## src/rtl/keypad_pkg.sv

```systemverilog
// Shared keypad definitions: key-code width helper, the 4x4 calculator
// keymap (scan index -> hex digit) and the event record carried by the FIFO.
package keypad_pkg;

  // Widest key code any legal geometry needs (8x8 = 64 keys)
  localparam int MAX_CODE_W = 6;

  typedef struct packed {
    logic [MAX_CODE_W-1:0] code;
    logic                  press;
  } key_evt_t;

  function automatic int key_code_w(input int rows, input int cols);
    return (rows * cols > 2) ? $clog2(rows * cols) : 1;
  endfunction

  // Index 0 is the LSB nibble: 0..15 -> D,C,B,A,F,9,6,3,0,8,5,2,E,7,4,1
  localparam logic [15:0][3:0] CALC_KEYMAP = {
    4'h1, 4'h4, 4'h7, 4'hE, 4'h2, 4'h5, 4'h8, 4'h0,
    4'h3, 4'h6, 4'h9, 4'hF, 4'hA, 4'hB, 4'hC, 4'hD
  };

endpackage

```

## src/rtl/keypad_evt_fifo.sv

```systemverilog
// Show-ahead synchronous FIFO for key events.
// Ports: clk/rst (async high), i_push/i_din write side, i_pop read side,
// o_dout = head entry, o_full/o_empty flags, o_count = occupancy.
// A push while full is accepted only if a pop happens in the same cycle.
module keypad_evt_fifo #(
  parameter int W     = 7,
  parameter int DEPTH = 4
) (
  input  logic                       clk,
  input  logic                       rst,
  input  logic                       i_push,
  input  logic [W-1:0]               i_din,
  input  logic                       i_pop,
  output logic [W-1:0]               o_dout,
  output logic                       o_full,
  output logic                       o_empty,
  output logic [$clog2(DEPTH):0]     o_count
);
  localparam int AW = $clog2(DEPTH);

  logic [W-1:0]  r_mem [DEPTH];
  logic [AW-1:0] r_wp, r_rp;
  logic [AW:0]   r_cnt;
  logic          w_pop, w_push;

  assign w_pop  = i_pop && (r_cnt != '0);
  assign w_push = i_push && ((r_cnt != (AW+1)'(DEPTH)) || w_pop);

  always_ff @(posedge clk or posedge rst) begin
    if (rst) begin
      r_wp  <= '0;
      r_rp  <= '0;
      r_cnt <= '0;
    end else begin
      if (w_push) r_wp <= r_wp + 1'b1;
      if (w_pop)  r_rp <= r_rp + 1'b1;
      case ({w_push, w_pop})
        2'b10:   r_cnt <= r_cnt + 1'b1;
        2'b01:   r_cnt <= r_cnt - 1'b1;
        default: r_cnt <= r_cnt;
      endcase
    end
  end

  // Storage needs no reset; the top masks the head while empty
  always_ff @(posedge clk) begin
    if (w_push) r_mem[r_wp] <= i_din;
  end

  assign o_dout  = r_mem[r_rp];
  assign o_full  = (r_cnt == (AW+1)'(DEPTH));
  assign o_empty = (r_cnt == '0);
  assign o_count = r_cnt;

endmodule

```

## src/rtl/keypad_scan_ctrl.sv

```systemverilog
// ROWS x COLS matrix keypad scanner.
// Ports: clk, rst (async high); row (raw, active-low) in, col (one-hot
// active-low) out; evt_valid/evt_ready/evt_code/evt_press event stream;
// key_state debounced map; multi_key; overflow sticky with ovf_clr.
// Columns are driven in turn, rows are sampled through a 2-flop synchroniser
// at the end of each column dwell, and a full frame is debounced before its
// difference against key_state is emitted one event per cycle into a FIFO.
module keypad_scan_ctrl
  import keypad_pkg::*;
#(
  parameter  int ROWS       = 4,
  parameter  int COLS       = 4,
  parameter  int SCAN_DIV   = 999999,
  parameter  int DEBOUNCE   = 3,
  parameter  int FIFO_DEPTH = 4,
  localparam int CODE_W     = key_code_w(ROWS, COLS)
) (
  input  logic                   clk,
  input  logic                   rst,
  input  logic [ROWS-1:0]        row,
  output logic [COLS-1:0]        col,
  output logic                   evt_valid,
  input  logic                   evt_ready,
  output logic [CODE_W-1:0]      evt_code,
  output logic                   evt_press,
  output logic [ROWS*COLS-1:0]   key_state,
  output logic                   multi_key,
  output logic                   overflow,
  input  logic                   ovf_clr
);
  localparam int N     = ROWS * COLS;
  localparam int CIW   = (COLS > 1) ? $clog2(COLS) : 1;
  localparam int DIV_W = $clog2(SCAN_DIV + 2);
  localparam int MW    = 4;

  logic [ROWS-1:0]  r_row_meta, r_row_sync;
  logic [COLS-1:0]  r_col;
  logic             r_run;
  logic [DIV_W-1:0] r_div;
  logic [CIW-1:0]   r_col_idx;
  logic [N-1:0]     r_raw, r_last, r_key, r_pend;
  logic [MW-1:0]    r_match;
  logic             r_multi, r_ovf;

  logic             w_tc, w_fend, w_commit, w_emit, w_pop, w_drop;
  logic [N-1:0]     w_frame;
  logic [MW-1:0]    w_match;
  logic [CODE_W-1:0] w_idx;
  key_evt_t         w_evt, w_head;
  logic             w_full, w_empty;
  logic [$clog2(FIFO_DEPTH):0] w_cnt;

  assign w_tc   = r_run && (r_div == DIV_W'(SCAN_DIV));
  assign w_fend = w_tc && (r_col_idx == CIW'(COLS - 1));

  // Frame as it will look once the current column is captured
  always_comb begin
    w_frame = r_raw;
    w_frame[int'(r_col_idx)*ROWS +: ROWS] = ~r_row_sync;
    if (w_frame == r_last)
      w_match = (r_match == MW'(DEBOUNCE)) ? r_match : r_match + 1'b1;
    else
      w_match = MW'(1);
  end

  assign w_commit = w_fend && (w_match >= MW'(DEBOUNCE)) &&
                    (w_frame != r_key) && (r_pend == '0);

  // Lowest set pending bit goes out first
  always_comb begin
    w_idx = '0;
    for (int i = N - 1; i >= 0; i--)
      if (r_pend[i]) w_idx = CODE_W'(i);
  end

  assign w_emit      = |r_pend;
  assign w_evt.code  = MAX_CODE_W'(w_idx);
  assign w_evt.press = r_key[w_idx];
  assign w_pop       = evt_valid && evt_ready;
  assign w_drop      = w_emit && w_full && !w_pop;

  always_ff @(posedge clk or posedge rst) begin
    if (rst) begin
      r_row_meta <= '1;
      r_row_sync <= '1;
      r_col      <= '1;
      r_run      <= 1'b0;
      r_div      <= '0;
      r_col_idx  <= '0;
      r_raw      <= '0;
      r_last     <= '0;
      r_key      <= '0;
      r_pend     <= '0;
      r_match    <= '0;
      r_multi    <= 1'b0;
      r_ovf      <= 1'b0;
    end else begin
      r_row_meta <= row;
      r_row_sync <= r_row_meta;
      // First cycle out of reset starts driving column 0
      if (!r_run) begin
        r_run     <= 1'b1;
        r_col     <= {{(COLS-1){1'b1}}, 1'b0};
        r_div     <= '0;
        r_col_idx <= '0;
      end else if (w_tc) begin
        r_div     <= '0;
        r_col     <= {r_col[COLS-2:0], r_col[COLS-1]};
        r_col_idx <= (r_col_idx == CIW'(COLS - 1)) ? '0 : r_col_idx + 1'b1;
        r_raw     <= w_frame;
      end else begin
        r_div <= r_div + 1'b1;
      end
      if (w_fend) begin
        r_match <= w_match;
        r_last  <= w_frame;
      end
      // Commit only with pending empty, so the two branches never collide
      if (w_commit) begin
        r_pend <= w_frame ^ r_key;
        r_key  <= w_frame;
      end else if (w_emit) begin
        r_pend[w_idx] <= 1'b0;
      end
      r_multi <= (r_key & (r_key - N'(1))) != '0;
      if (w_drop)       r_ovf <= 1'b1;
      else if (ovf_clr) r_ovf <= 1'b0;
    end
  end

  keypad_evt_fifo #(.W($bits(key_evt_t)), .DEPTH(FIFO_DEPTH)) u_fifo (
    .clk     (clk),
    .rst     (rst),
    .i_push  (w_emit),
    .i_din   (w_evt),
    .i_pop   (w_pop),
    .o_dout  (w_head),
    .o_full  (w_full),
    .o_empty (w_empty),
    .o_count (w_cnt)
  );

  // Occupancy never exceeds depth and stored codes fit in CODE_W bits
  always_ff @(posedge clk) begin
    if (!rst)
      assert (int'(w_cnt) <= FIFO_DEPTH && (w_head.code >> CODE_W) == '0);
  end

  assign col       = r_col;
  assign evt_valid = !w_empty;
  assign evt_code  = evt_valid ? w_head.code[CODE_W-1:0] : '0;
  assign evt_press = evt_valid & w_head.press;
  assign key_state = r_key;
  assign multi_key = r_multi;
  assign overflow  = r_ovf;

endmodule

```

## config.mk

```make
export PLATFORM = sky130hd
export DESIGN_NAME = keypad_scan_ctrl
export DESIGN_NICKNAME = d
export VERILOG_FILES = /design/src/rtl/keypad_pkg.sv /design/src/rtl/keypad_evt_fifo.sv /design/src/rtl/keypad_scan_ctrl.sv
export SDC_FILE = /design/constraint.sdc
export NUM_CORES = 1
export LEC_CHECK = 0
export CORE_UTILIZATION = 35
export CTS_CLUSTER_DIAMETER = 40
export CTS_CLUSTER_SIZE = 12
export DETAILED_ROUTE_END_ITERATION = 10
export SYNTH_ARGS = -nofsm -noshare
export SYNTH_HDL_FRONTEND = slang
export SYNTH_HIERARCHICAL = 1
export SYNTH_SLANG_ARGS = --single-unit
```

## constraint.sdc

```tcl
create_clock -name clk -period 5.7 [get_ports clk]
set_input_delay 0.855 -clock clk [delete_from_list [all_inputs] [get_ports clk]]
set_output_delay 0.855 -clock clk [all_outputs]
set_load 0.01 [all_outputs]
```

==> impl_metrics.json <==
{
  "synth_fp_nets": 698,
  "cts.sinks": 132,
  "power_leakage_uw": 0.003436,
  "core_mm2": 0.01902,
  "rows": 50,
  "antenna_found_initial": 0,
  "postCtsSetupBuffers": 0,
  "grt_overflow": 0,
  "clock_skew_ps": 11.51,
  "io_pins": 36,
  "critPathTopFamily": "simple AND/OR/NAND/NOR gates",
  "grt_start_max_net_pins": 62,
  "htree_num_levels": 4,
  "first_global_vias": 4849,
  "cts.clk_slew.worst_paths_ps": 60,
  "path_cells": "inv_1 > ha_1 > nor4b_1 > mux2i_2 > xnor2_1 > or4_1 > or4_1 > a311o_1 > buf_4 > mux2_4",
  "critPathMaxFanout": 23,
  "period_needed_ps": 4668,
  "startpoint": "r_col_idx[0]",
  "r2r_start": "r_col_idx[0]",
  "final_nets": 736,
  "ctsResizeCount": 0,
  "cts_hold_buffers": 0,
  "status": "finished, final reports clean",
  "ir_worst_vdd_v": 0.0002112,
  "cap_violations": 0,
  "root_buffer": "clkbuf_16",
  "utilization": 0.4232,
  "slowest_delay_ps": 670,
  "tightestPinTransition_ps": 1066,
  "cp-start-kind": "register",
  "antenna_cells": 0,
  "syn_inst": 676,
  "place_hpwl_um": 11220,
  "gp_congestion": 0.8959,
  "cts-buffers-inserted": 17,
  "drt_drc_violations_left": 0,
  "grt_pass1_wl_um": 25750,
  "drtAntennaViolNets": 0,
  "tns_ps": 0,
  "grt_use_total": 0.1674,
  "cts_tree": "yes",
  "wl_per_cell_um": 15.69,
  "routed_via_density": 5.095,
  "whs_ps": 352.2,
  "cts_buffer_depth": 2,
  "clkPwrFrac": 0.465,
  "final_hold_viol_count": 0,
  "max_slew_margin": 0.2859,
  "avgSynthCellArea_um2": 10.19,
  "rsz0062_at_grt": "false",
  "die-height_um": 142.3,
  "placement.io_buffers": 35,
  "cp_slowest_cell": "dfrtp_1",
  "drt_pass1_iterations": 4,
  "worstPathRequired_ps": 6010,
  "p_switching_uw": 552.7,
  "pwr-share-seq": 0.473,
  "slew_violations": 0,
  "via_count": 5029,
  "hp-class": "register to register",
  "syn_area_mm2": 0.006887,
  "p_comb_frac": 0.062,
  "arrival_ps": 4980,
  "area_growth_pct": 16.86,
  "dieArea_mm2": 0.02024,
  "min_period_over_period": 0.8189,
  "setup_viol": 0,
  "p_int_uw": 1611,
  "routed_wl_um": 15490,
  "start_util": 0.3621,
  "fmax_ghz": 0.2142,
  "drive_above_1_share": 0.1142,
  "hold_start": "r_row_meta[2]",
  "power_density_mw_per_mm2": 268.9,
  "crit_path_end_kind": "register",
  "worstPathBufferInverterCount": 2,
  "drt_iter0_markers": 387,
  "synth_warnings": 6,
  "worst_skew_pair.late_latency_ps": 420,
  "crit_top_cell": "or4_1",
  "worstSetupPathType": "register to register",
  "die_w_um": 142.3,
  "swShare": 0.2554
}
-- final timing paths --
check | to | slack (ps) | cells past startpoint
max | key_state[15] | 1030 | 10
min | r_row_sync[2] | 350 | 0
max reg2reg | key_state[15] | 1030 | 10
min reg2reg | r_row_sync[2] | 350 | 0
max in group asynchronous | r_col_idx[1] | 3630 | 3
min in group asynchronous | u_fifo/o_count[1] | 760 | 2
-- final cells by class --
cell class	instances	area [um^2]
Clock buffer	17	425.4
Clock inverter	15	123.9
Fill cell	1886	10970
Inverter	34	130.1
Multi-Input combinational cell	488	3229
Sequential cell	132	3418
Tap cell	260	325.3
Timing Repair Buffer	41	395.4
-- metal layers --
layer / vias to the layer above / routed length (um) / GRT usage
met5: - / 0 / 0
met3: 22 / 737 / 0.03634
met1: 2432 / 7568 / 0.2369
met2: 110 / 6840 / 0.2420
li1: 2465 / - / -
met4: 0 / 339 / 0.07980
-- worst register-to-register path: stages (launching register included) --
cell	delay [ps]
dfrtp_1	670
inv_1	180
ha_1	510
nor4b_1	540
mux2i_2	220
xnor2_1	180
or4_1	500
or4_1	610
a311o_1	510
buf_4	320
mux2_4	330
-- sequential cells by signal, summed over array words and instances (netlist names) --
name            flops
r_match             4
u_fifo/r_rp         2
u_fifo/r_wp         2
r_last             16
u_fifo/r_mem       20
r_row_sync          4
key_state          16
multi_key           1
r_div              20
r_col_idx           2
col                 4
r_run               1
u_fifo/o_count      3
r_pend             16
r_raw              16
overflow            1
r_row_meta          4
-- cells in the final DEF, fill, tap and decap left out, types with 12 or more instances in the layout --
master / count
dfrtp_1: 100
nand2_1: 83
o21ai_0: 59
nor2_1: 49
xnor2_1: 38
clkdlybuf4s50_1: 35
inv_1: 33
nand3_1: 23
mux2i_1: 20
edfxtp_1: 20
clkbuf_16: 17
xor2_1: 16
nand2b_1: 14
nor3_1: 14
ha_1: 13
and3_1: 12
dfstp_2: 12
-- power by group through the flow --
stage	Sequential, uW	Combinational [uW]	Clock [uW]
floorplan	1010	128	0
global placement	1040	134	0
detailed placement	1040	138	0
CTS	1020	138	1030
global route	1030	152	1070
finish	1020	134	1010
-- through the flow --
stage | area (um^2) | cells | setup WS [ps] | total power, uW
global placement | 7498 | 955 | 1205 | 1176
finish | 8048 | 987 | 1032 | 2164
floorplan | 6887 | 676 | 2035 | 1140
detailed placement | 7498 | 955 | 1127 | 1180
global route | 8048 | 987 | 709.5 | 2256
CTS | 8048 | 987 | 1082 | 2198
(Power assumes the default switching activity.)
